### src/rtl/prco_loader_pkg.sv
// prco_loader_pkg: shared types and constants for the lmem program loader.
package prco_loader_pkg;
  localparam int WORD_W = 16;
  localparam logic [WORD_W-1:0] MAGIC_DEFAULT = 16'h5052;
  typedef enum logic [2:0] {
    S_IDLE  = 3'd0,
    S_LEN   = 3'd1,
    S_DATA  = 3'd2,
    S_CKSUM = 3'd3,
    S_DONE  = 3'd4,
    S_ERR   = 3'd5
  } state_t;
endpackage

### src/rtl/prco_loader_cksum.sv
// prco_loader_cksum: 16-bit modular accumulator over the payload words of a frame.
module prco_loader_cksum
  import prco_loader_pkg::*;
(
  input  logic              i_clk,
  input  logic              i_reset,
  input  logic              i_clr,
  input  logic              i_add,
  input  logic [WORD_W-1:0] i_data,
  output logic [WORD_W-1:0] q_sum
);
  // Clear at the start of a frame, then add each accepted payload word (wraps mod 2^16).
  always_ff @(posedge i_clk or posedge i_reset)
    if (i_reset) q_sum <= '0;
    else if (i_clr) q_sum <= '0;
    else if (i_add) q_sum <= q_sum + i_data;
endmodule

### src/rtl/prco_lmem_loader.sv
// prco_lmem_loader: framed word stream -> lmem writes, holding the core in reset while loading.
// Define PRCO_LOADER_CKSUM_EN to require a trailing checksum word on every frame.
module prco_lmem_loader
  import prco_loader_pkg::*;
#(
  parameter int                ADDR_W    = 8,
  parameter logic [WORD_W-1:0] BASE_ADDR = 16'h0000,
  parameter logic [WORD_W-1:0] MAGIC     = MAGIC_DEFAULT
) (
  input  logic              i_clk,
  input  logic              i_reset,
  input  logic              i_en,
  input  logic              i_p_valid,
  input  logic [WORD_W-1:0] i_p_data,
  output logic              q_p_stalled,
  output logic              q_mem_we,
  output logic [WORD_W-1:0] q_mem_addr,
  output logic [WORD_W-1:0] q_mem_dina,
  output logic              q_core_reset,
  output logic              q_done,
  output logic              q_err
);
  localparam logic [WORD_W:0] CAP = (WORD_W + 1)'(1) << ADDR_W;
  state_t            state;
  logic [WORD_W-1:0] cnt;
  logic [ADDR_W-1:0] addr;
  logic              acc, is_magic, bad_len, last;
  assign q_p_stalled = !i_en;
  assign acc         = i_p_valid && i_en;
  assign is_magic    = i_p_data == MAGIC;
  assign bad_len     = i_p_data == '0 || {1'b0, i_p_data} > CAP;
  assign last        = cnt == WORD_W'(1);
`ifdef PRCO_LOADER_CKSUM_EN
  logic [WORD_W-1:0] sum;
  prco_loader_cksum u_cksum (
    .i_clk  (i_clk),
    .i_reset(i_reset),
    .i_clr  (state == S_LEN && acc && !bad_len),
    .i_add  (state == S_DATA && acc),
    .i_data (i_p_data),
    .q_sum  (sum)
  );
`endif
  // Frame parser: all decisions on accepted words; everything freezes while i_en is low.
  always_ff @(posedge i_clk or posedge i_reset)
    if (i_reset) begin
      state        <= S_IDLE;
      cnt          <= '0;
      addr         <= '0;
      q_mem_we     <= 1'b0;
      q_mem_addr   <= '0;
      q_mem_dina   <= '0;
      q_core_reset <= 1'b0;
      q_done       <= 1'b0;
      q_err        <= 1'b0;
    end else if (!i_en) begin
      q_mem_we <= 1'b0;
      q_done   <= 1'b0;
    end else begin
      q_mem_we <= 1'b0;
      q_done   <= 1'b0;
      case (state)
        S_IDLE, S_ERR: if (acc && is_magic) begin
          state        <= S_LEN;
          q_core_reset <= 1'b1;
          q_err        <= 1'b0;
        end
        S_LEN: if (acc) begin
          if (bad_len) begin
            state <= S_ERR;
            q_err <= 1'b1;
          end else begin
            state <= S_DATA;
            cnt   <= i_p_data;
            addr  <= BASE_ADDR[ADDR_W-1:0];
          end
        end
        S_DATA: if (acc) begin
          q_mem_we   <= 1'b1;
          q_mem_addr <= WORD_W'(addr);
          q_mem_dina <= i_p_data;
          addr       <= addr + ADDR_W'(1);
          cnt        <= cnt - WORD_W'(1);
`ifdef PRCO_LOADER_CKSUM_EN
          if (last) state <= S_CKSUM;
`else
          if (last) begin
            state        <= S_DONE;
            q_done       <= 1'b1;
            q_core_reset <= 1'b0;
          end
`endif
        end
`ifdef PRCO_LOADER_CKSUM_EN
        S_CKSUM: if (acc) begin
          if (i_p_data == sum) begin
            state        <= S_DONE;
            q_done       <= 1'b1;
            q_core_reset <= 1'b0;
          end else begin
            state <= S_ERR;
            q_err <= 1'b1;
          end
        end
`endif
        default: state <= S_IDLE;
      endcase
    end
endmodule
### config.mk
export PLATFORM = sky130hd
export DESIGN_NAME = prco_lmem_loader
export DESIGN_NICKNAME = d
export VERILOG_FILES = /design/src/rtl/prco_loader_pkg.sv /design/src/rtl/prco_loader_cksum.sv /design/src/rtl/prco_lmem_loader.sv
export SDC_FILE = /design/constraint.sdc
export NUM_CORES = 1
export LEC_CHECK = 0
export CORE_ASPECT_RATIO = 1.2
export CORE_MARGIN = 1
export CORE_UTILIZATION = 55
export DETAILED_ROUTE_END_ITERATION = 6
export PLACE_DENSITY = 0.85
export SYNTH_ARGS = -nofsm -noshare
export SYNTH_HDL_FRONTEND = slang
export SYNTH_SLANG_ARGS = --single-unit
### constraint.sdc
create_clock -name i_clk -period 4.68 [get_ports i_clk]
set_clock_uncertainty 0.15 [all_clocks]
set_input_delay 0.936 -clock i_clk [delete_from_list [all_inputs] [get_ports i_clk]]
set_output_delay 0.936 -clock i_clk [all_outputs]
set_load 0.02 [all_outputs]
==> metrics, run 1 <==
largest family of logic cells by synthesized area simple AND/OR/NAND/NOR gates; worst-margin pin slew 0.662 ns; number of synthesized flops with an enable pin 0; Synth Area in Adders 1.33%; H-tree Lvls 2; multiplexer share of the synthesized area 1.42%; critical path endpoint category primary output; Post-Synth XOR/XNOR Area 0.621%; Async S/R FF share, synth 100%; DR pass1 iterations 4; Tot GR Track Use 26.4%; Final ANT Viol Nets 0; initial antenna violation count 0; max-slew violation count 0; Yosys cell types 53; simple-gate share of the synthesized area 28.5%; layout cell share with drive strength beyond 1 4.92%; setup TNS 0 ns; leak pwr 1.55 nW; post-CTS sizing 0; num rows 28; FMAX 319 MHz; Yosys top cell by area dfrtp_1; register area 1380 um^2; first-pass GRT wire length 10.7 mm; ys flop type dfrtp_1; Residual DRC 0; Hold Path Class flip-flop to flip-flop; FILL cells 400; Clock Latency Late Sink 0.31 ns; worst vdd ir 252 uV; Max-Cap Viols 0; Worst Setup Slack, final 1.54 ns; Placer Congestion 0.886; arrival time worst endpoint 2.05 ns; Max-Slew Margin vs Limit 55.6%; Gate Count Post-Synth 322; Synth Cell Area 2820 um^2; final critical-path share of the clock period 67.1%; Multi-input gate area 1310 um^2; largest net degree at the start of global routing 33; Crit path required time 3.59 ns; Port Buffers 48; setup repair bufs after CTS 0; Yosys warning total 0; minimum clock period 3.14 ns; Hold-fix buffers, CTS 0; flops & latches, synth 55; Place WS 1.42 ns; Clock Sinks 55; unrepaired setup endpoints after global routing no; vias per cell 5.73; Yosys top cell area share 48.8%; die area 5420 um^2; Die Y 80.5 um; clock buffer count from CTS 5; Routed WL 6.46 mm; Die Wd 67.4 um; Root Driver clkbuf_8; CP startpoint kind input port; Overflow after GRT 0; Syn Area/Cell 8.77 um^2; status finished, final reports clean; Max FO, Critical Path 3; CTS tree yes; top post-synthesis cells by count nand2_1 (90), dfrtp_1 (55), nand3_1 (16), a21oi_1 (15), nor2_1 (14); CTS max path bufs 2; compound-gate portion of the synthesized area 13.3%; DRT iter0 DRCs 179; Ports 57; Final Hold Vio Count 0; DP Wirelength 4.55 mm; antenna cell count 0; nets@finish 389; Starting Density 57.1%; Synth area leaders dfrtp_1 (49%), nand2_1 (12%), nand3_1 (2.8%); pwr dens 559 nW/um^2; Setup violations, final 0; clock-pin slew on the worst setup and hold paths 0.09 ns; number of global-route vias before repair 2267; CORE AREA 4940 um^2; CP Class input port to primary output; total number of vias 2440; Synth-to-Final Area Change 20.8%; WL/cell 15.2 um; sequential area share after synthesis 48.8%; cell with the most instances after synthesis nand2_1
==> cells by family (layout without fill, tap and decap cells) <==
logic type | Yosys count | after routing
adders and majority gates | 3 | 3
other | 1 | 8
DFF | 55 | 55
muxes | 4 | 4
buffers and inverters | 31 | 68
AOI/OAI and AO/OA | 57 | 57
and+or+nand+nor | 169 | 169
xor gates and xnor gates | 2 | 2
==> flip-flops by register name, indices dropped and copies added, names as in the netlist <==
register,count
cnt,16
q_mem_dina,16
addr,8
q_mem_addr,8
state,3
q_core_reset,1
q_done,1
q_err,1
q_mem_we,1
==> report_power, final <==
group	total (mW)	internal, mW	leakage [nW]	switching, mW
clock	0.310	0.157	0.0502	0.153
combinational	0.817	0.372	0.825	0.445
sequential	0.780	0.644	0.675	0.137
total	1.91	1.17	1.55	0.735
==> worst max-delay path: stages <==
cell	delay [ns]
clkdlybuf4s50_1	0.43
inv_1	0.08
clkdlybuf4s50_1	0.60
==> per-layer routing <==
metal / vias to the layer above / wire length [um] / global-route usage [%]
met1: 1149 / 2800 / 34.3
met5: - / 0 / 0
met2: 89 / 3200 / 41.3
met3: 11 / 335 / 5.68
li1: 1191 / - / -
met4: 0 / 126 / 12.6
==> area by class of cell <==
type / instances / share of cell area (%)
timing repair buffer: 52 / 15.0
sequential: 55 / 40.4
tap: 60 / 2.20
multi-input combinational: 243 / 38.3
clock inverter: 2 / 1.10
clock buffer: 5 / 2.02
inverter: 9 / 0.991
==> path summary, 6_finish.rpt <==
check	slack, ns	from	cells after the start	endpoint
worst max-delay path	1.54	i_en	3	q_p_stalled
worst min register to register	0.33	q_mem_addr[3]$_DFFE_PP0P_	2	q_mem_addr[3]$_DFFE_PP0P_
worst min-delay path	0.33	q_mem_addr[3]$_DFFE_PP0P_	2	q_mem_addr[3]$_DFFE_PP0P_
min in group asynchronous	0.87	i_reset	2	q_mem_we$_DFF_PP0_
max in group asynchronous	2.75	i_reset	3	addr[2]$_DFFE_PP0P_
worst max register to register	2.48	state[2]$_DFFE_PP0P_	5	cnt[8]$_DFFE_PP0P_
==> cells in the final DEF, fill, tap and decap left out, drive strengths merged, types with 2 or more instances in the layout <==
cell type	synthesis	final
o21a	2	2
nor2	15	15
inv	9	9
clkbuf	5	5
o31ai	2	2
or4	2	2
and3	4	4
buf	17	4
ha	3	3
nor4	8	8
nand3	16	16
mux2i	4	4
a22o	3	3
a211o	3	3
o2bb2ai	3	3
and2	7	7
a21oi	15	15
conb	1	8
a21o	2	2
o22ai	3	3
nand3b	2	2
o21ai	10	10
nand2	90	90
a31oi	5	5
dfrtp	55	55
or3b	2	2
clkdlybuf4s50	0	48
nor3	10	10
nand4	6	6
==> metrics by stage <==
step	instance area [um^2]	total power, mW	util (%)	hold WS [ns]	cells
5_1_grt	3410	2.03	69.0	0.356	426
2_1_floorplan	2850	1.28	-	0.309	329
4_1_cts	3410	1.91	69.0	0.335	426
3_5_place_dp	3300	1.60	66.9	0.312	419
6_report	3410	1.91	69.0	0.329	426
3_3_place_gp	3300	1.56	66.9	0.307	419
(Power assumes the default switching activity.)
==> run 2: changes to the inputs <==
--- a/config.mk
+++ b/config.mk
@@ -7,9 +7,9 @@
 export LEC_CHECK = 0
 export CORE_ASPECT_RATIO = 1.2
 export CORE_MARGIN = 1
-export CORE_UTILIZATION = 55
+export CORE_UTILIZATION = 46
 export DETAILED_ROUTE_END_ITERATION = 6
-export PLACE_DENSITY = 0.85
+export PLACE_DENSITY = 0.76
 export SYNTH_ARGS = -nofsm -noshare
 export SYNTH_HDL_FRONTEND = slang
 export SYNTH_SLANG_ARGS = --single-unit
==> constraint.sdc (replaced) <==
create_clock -name i_clk -period 2.71 [get_ports i_clk]
set_clock_uncertainty 0.15 [all_clocks]
set_input_delay 0.542 -clock i_clk [delete_from_list [all_inputs] [get_ports i_clk]]
set_output_delay 0.542 -clock i_clk [all_outputs]
set_load 0.02 [all_outputs]
==> run 2 against run 1 <==
  * Final area rose by 4.5%
  * Via count rose by 0.49%
  * Clock-buffer cell count is the same
  * Sequential power is 72% higher
  * Sequential share of layout area decreased by 1.7 points
  * Clock power grew 47%
  * Global-route usage is 4.1 points lower
  * Critical path depth unchanged
  * Combinational power is 77% higher
  * Highest routed layer unchanged
==> metrics, run 2 (synthesis results as in run 1) <==
Routed WL 6.64 mm; Multi-input gate area 1310 um^2; CP startpoint kind input port; unrepaired setup endpoints after global routing no; initial antenna violation count 0; max-slew violation count 0; layout cell share with drive strength beyond 1 9.14%; CTS max path bufs 2; Starting Density 48.8%; Combinational Power Share 44.7%; Overflow after GRT 0; Final Hold Vio Count 0; top flop regs cnt: 16 flops, q_mem_dina: 16 flops; Die Y 87.8 um; WL/cell 14.3 um; Crit path required time 2.02 ns; antenna cell count 0; Clock Latency Late Sink 0.31 ns; status finished, final reports clean; Setup violations, final 0; Clock Sinks 55; die area 6450 um^2; DRT iter0 DRCs 141; worst setup path start i_en; Port Buffers 48; CP Class input port to primary output; vias per cell 5.30; Hold-fix buffers, CTS 0; arrival time worst endpoint 1.69 ns; setup TNS 0 ns; r2r startpoint state[2]$_DFFE_PP0P_; FMAX 421 MHz; DR WL met2 3.21 mm; register area 1380 um^2; final critical-path share of the clock period 87.7%; reg2reg setup slack 0.65 ns; minimum clock period 2.38 ns; Max FO, Critical Path 3; WL met3 238 um; DR pass1 iterations 4; Int Power 1.97 mW; Switching Share 39.4%; highest metal used met4; R2R depth 5; num rows 30; commonest non-fill, non-tap cell in the layout nand2_1; clock power share 14.0%; Die Wd 73.5 um; DP Wirelength 4.85 mm; first-pass GRT wire length 11.1 mm; Final ANT Viol Nets 0; Max-Cap Viols 0; clock-pin slew on the worst setup and hold paths 0.10 ns; post-CTS sizing 0; critical path endpoint category primary output; setup repair bufs after CTS 0; Placer Congestion 0.859; most frequent cells in the layout nand2_1 (90), dfrtp_1 (55), clkdlybuf4s50_1 (48), buf_4 (18), nand3_1 (16); Tot GR Track Use 22.4%; Ports 57; FILL cells 516; Residual DRC 0; largest net degree at the start of global routing 56; Synth-to-Final Area Change 26.2%; switching power 1.28 mW; worst vdd ir 448 uV; FF-to-FF End cnt[8]$_DFFE_PP0P_; Met1 Wirelength 3.09 mm; Hold Path Class flip-flop to flip-flop; leak pwr 1.62 nW; total number of vias 2452; number of global-route vias before repair 2390; CORE AREA 5780 um^2; Root Driver clkbuf_8; Finished Core Util 61.6%; part of the power in registers 41.3%; clock buffer count from CTS 5; pwr dens 913 nW/um^2; H-tree Lvls 2; Worst Setup EP q_p_stalled; nets@finish 405; worst hold path depth 2; CTS tree yes
[run 2: cell count changes in the layout (fill, tap and decap cells not counted), sizes merged]
cell	delta
clkinvlp	+1
clkinv	+1
bufinv	-1
buf	+16
[run 2: cell type report]
| class | instances | share of cell area [%] |
|---|---|---|
| well taps | 80 | 2.81 |
| inverters | 9 | 0.948 |
| clock inverters | 3 | 0.562 |
| repair buffers | 68 | 18.4 |
| flip-flops and latches | 55 | 38.6 |
| clock buffers | 5 | 1.93 |
| multi-input cells | 243 | 36.7 |
[run 2: layer usage]
layer	vias to the layer above	track usage, %
li1	1224	-
met1	1161	29.5
met2	59	37.4
met3	8	3.57
met4	0	7.34
met5	-	0
[run 2: worst min path at each step]
| stage | from | to | slack (ns) |
|---|---|---|---|
| after floorplan | cnt[14]$_DFFE_PP0P_ | cnt[14]$_DFFE_PP0P_ | 0.31 |
| after global placement | q_mem_dina[6]$_DFFE_PP0P_ | q_mem_dina[6]$_DFFE_PP0P_ | 0.31 |
| after detailed placement | q_mem_addr[0]$_DFFE_PP0P_ | q_mem_addr[0]$_DFFE_PP0P_ | 0.31 |
| after CTS | q_mem_addr[3]$_DFFE_PP0P_ | q_mem_addr[3]$_DFFE_PP0P_ | 0.34 |
| after global routing | q_mem_addr[7]$_DFFE_PP0P_ | q_mem_addr[7]$_DFFE_PP0P_ | 0.36 |
| final | q_mem_addr[0]$_DFFE_PP0P_ | q_mem_addr[0]$_DFFE_PP0P_ | 0.33 |
[run 2: metrics by stage]
| stage | hold WS [ns] | worst slack (ns) | instances | instance area, um^2 | power (mW) |
|---|---|---|---|---|---|
| after floorplan | 0.309 | 0.675 | 329 | 2850 | 2.21 |
| after global placement | 0.307 | 0.158 | 455 | 3470 | 2.76 |
| after detailed placement | 0.312 | 0.0573 | 455 | 3470 | 2.81 |
| after CTS | 0.336 | 0.331 | 463 | 3560 | 3.27 |
| after global routing | 0.363 | 0.221 | 463 | 3560 | 3.49 |
| final | 0.331 | 0.332 | 463 | 3560 | 3.25 |
[run 2: power groups by stage]
stage	logic [mW]	registers, mW	clock network [mW]
3_5_place_dp	1.45	1.36	0
5_1_grt	1.61	1.39	0.498
4_1_cts	1.46	1.34	0.464
2_1_floorplan	0.672	1.53	0
3_3_place_gp	1.42	1.35	0
6_report	1.45	1.34	0.456
[run 2: worst max-delay path, stage by stage]
cell             delay (ns)
clkdlybuf4s50_1        0.45
inv_1                  0.09
clkdlybuf4s50_1        0.60
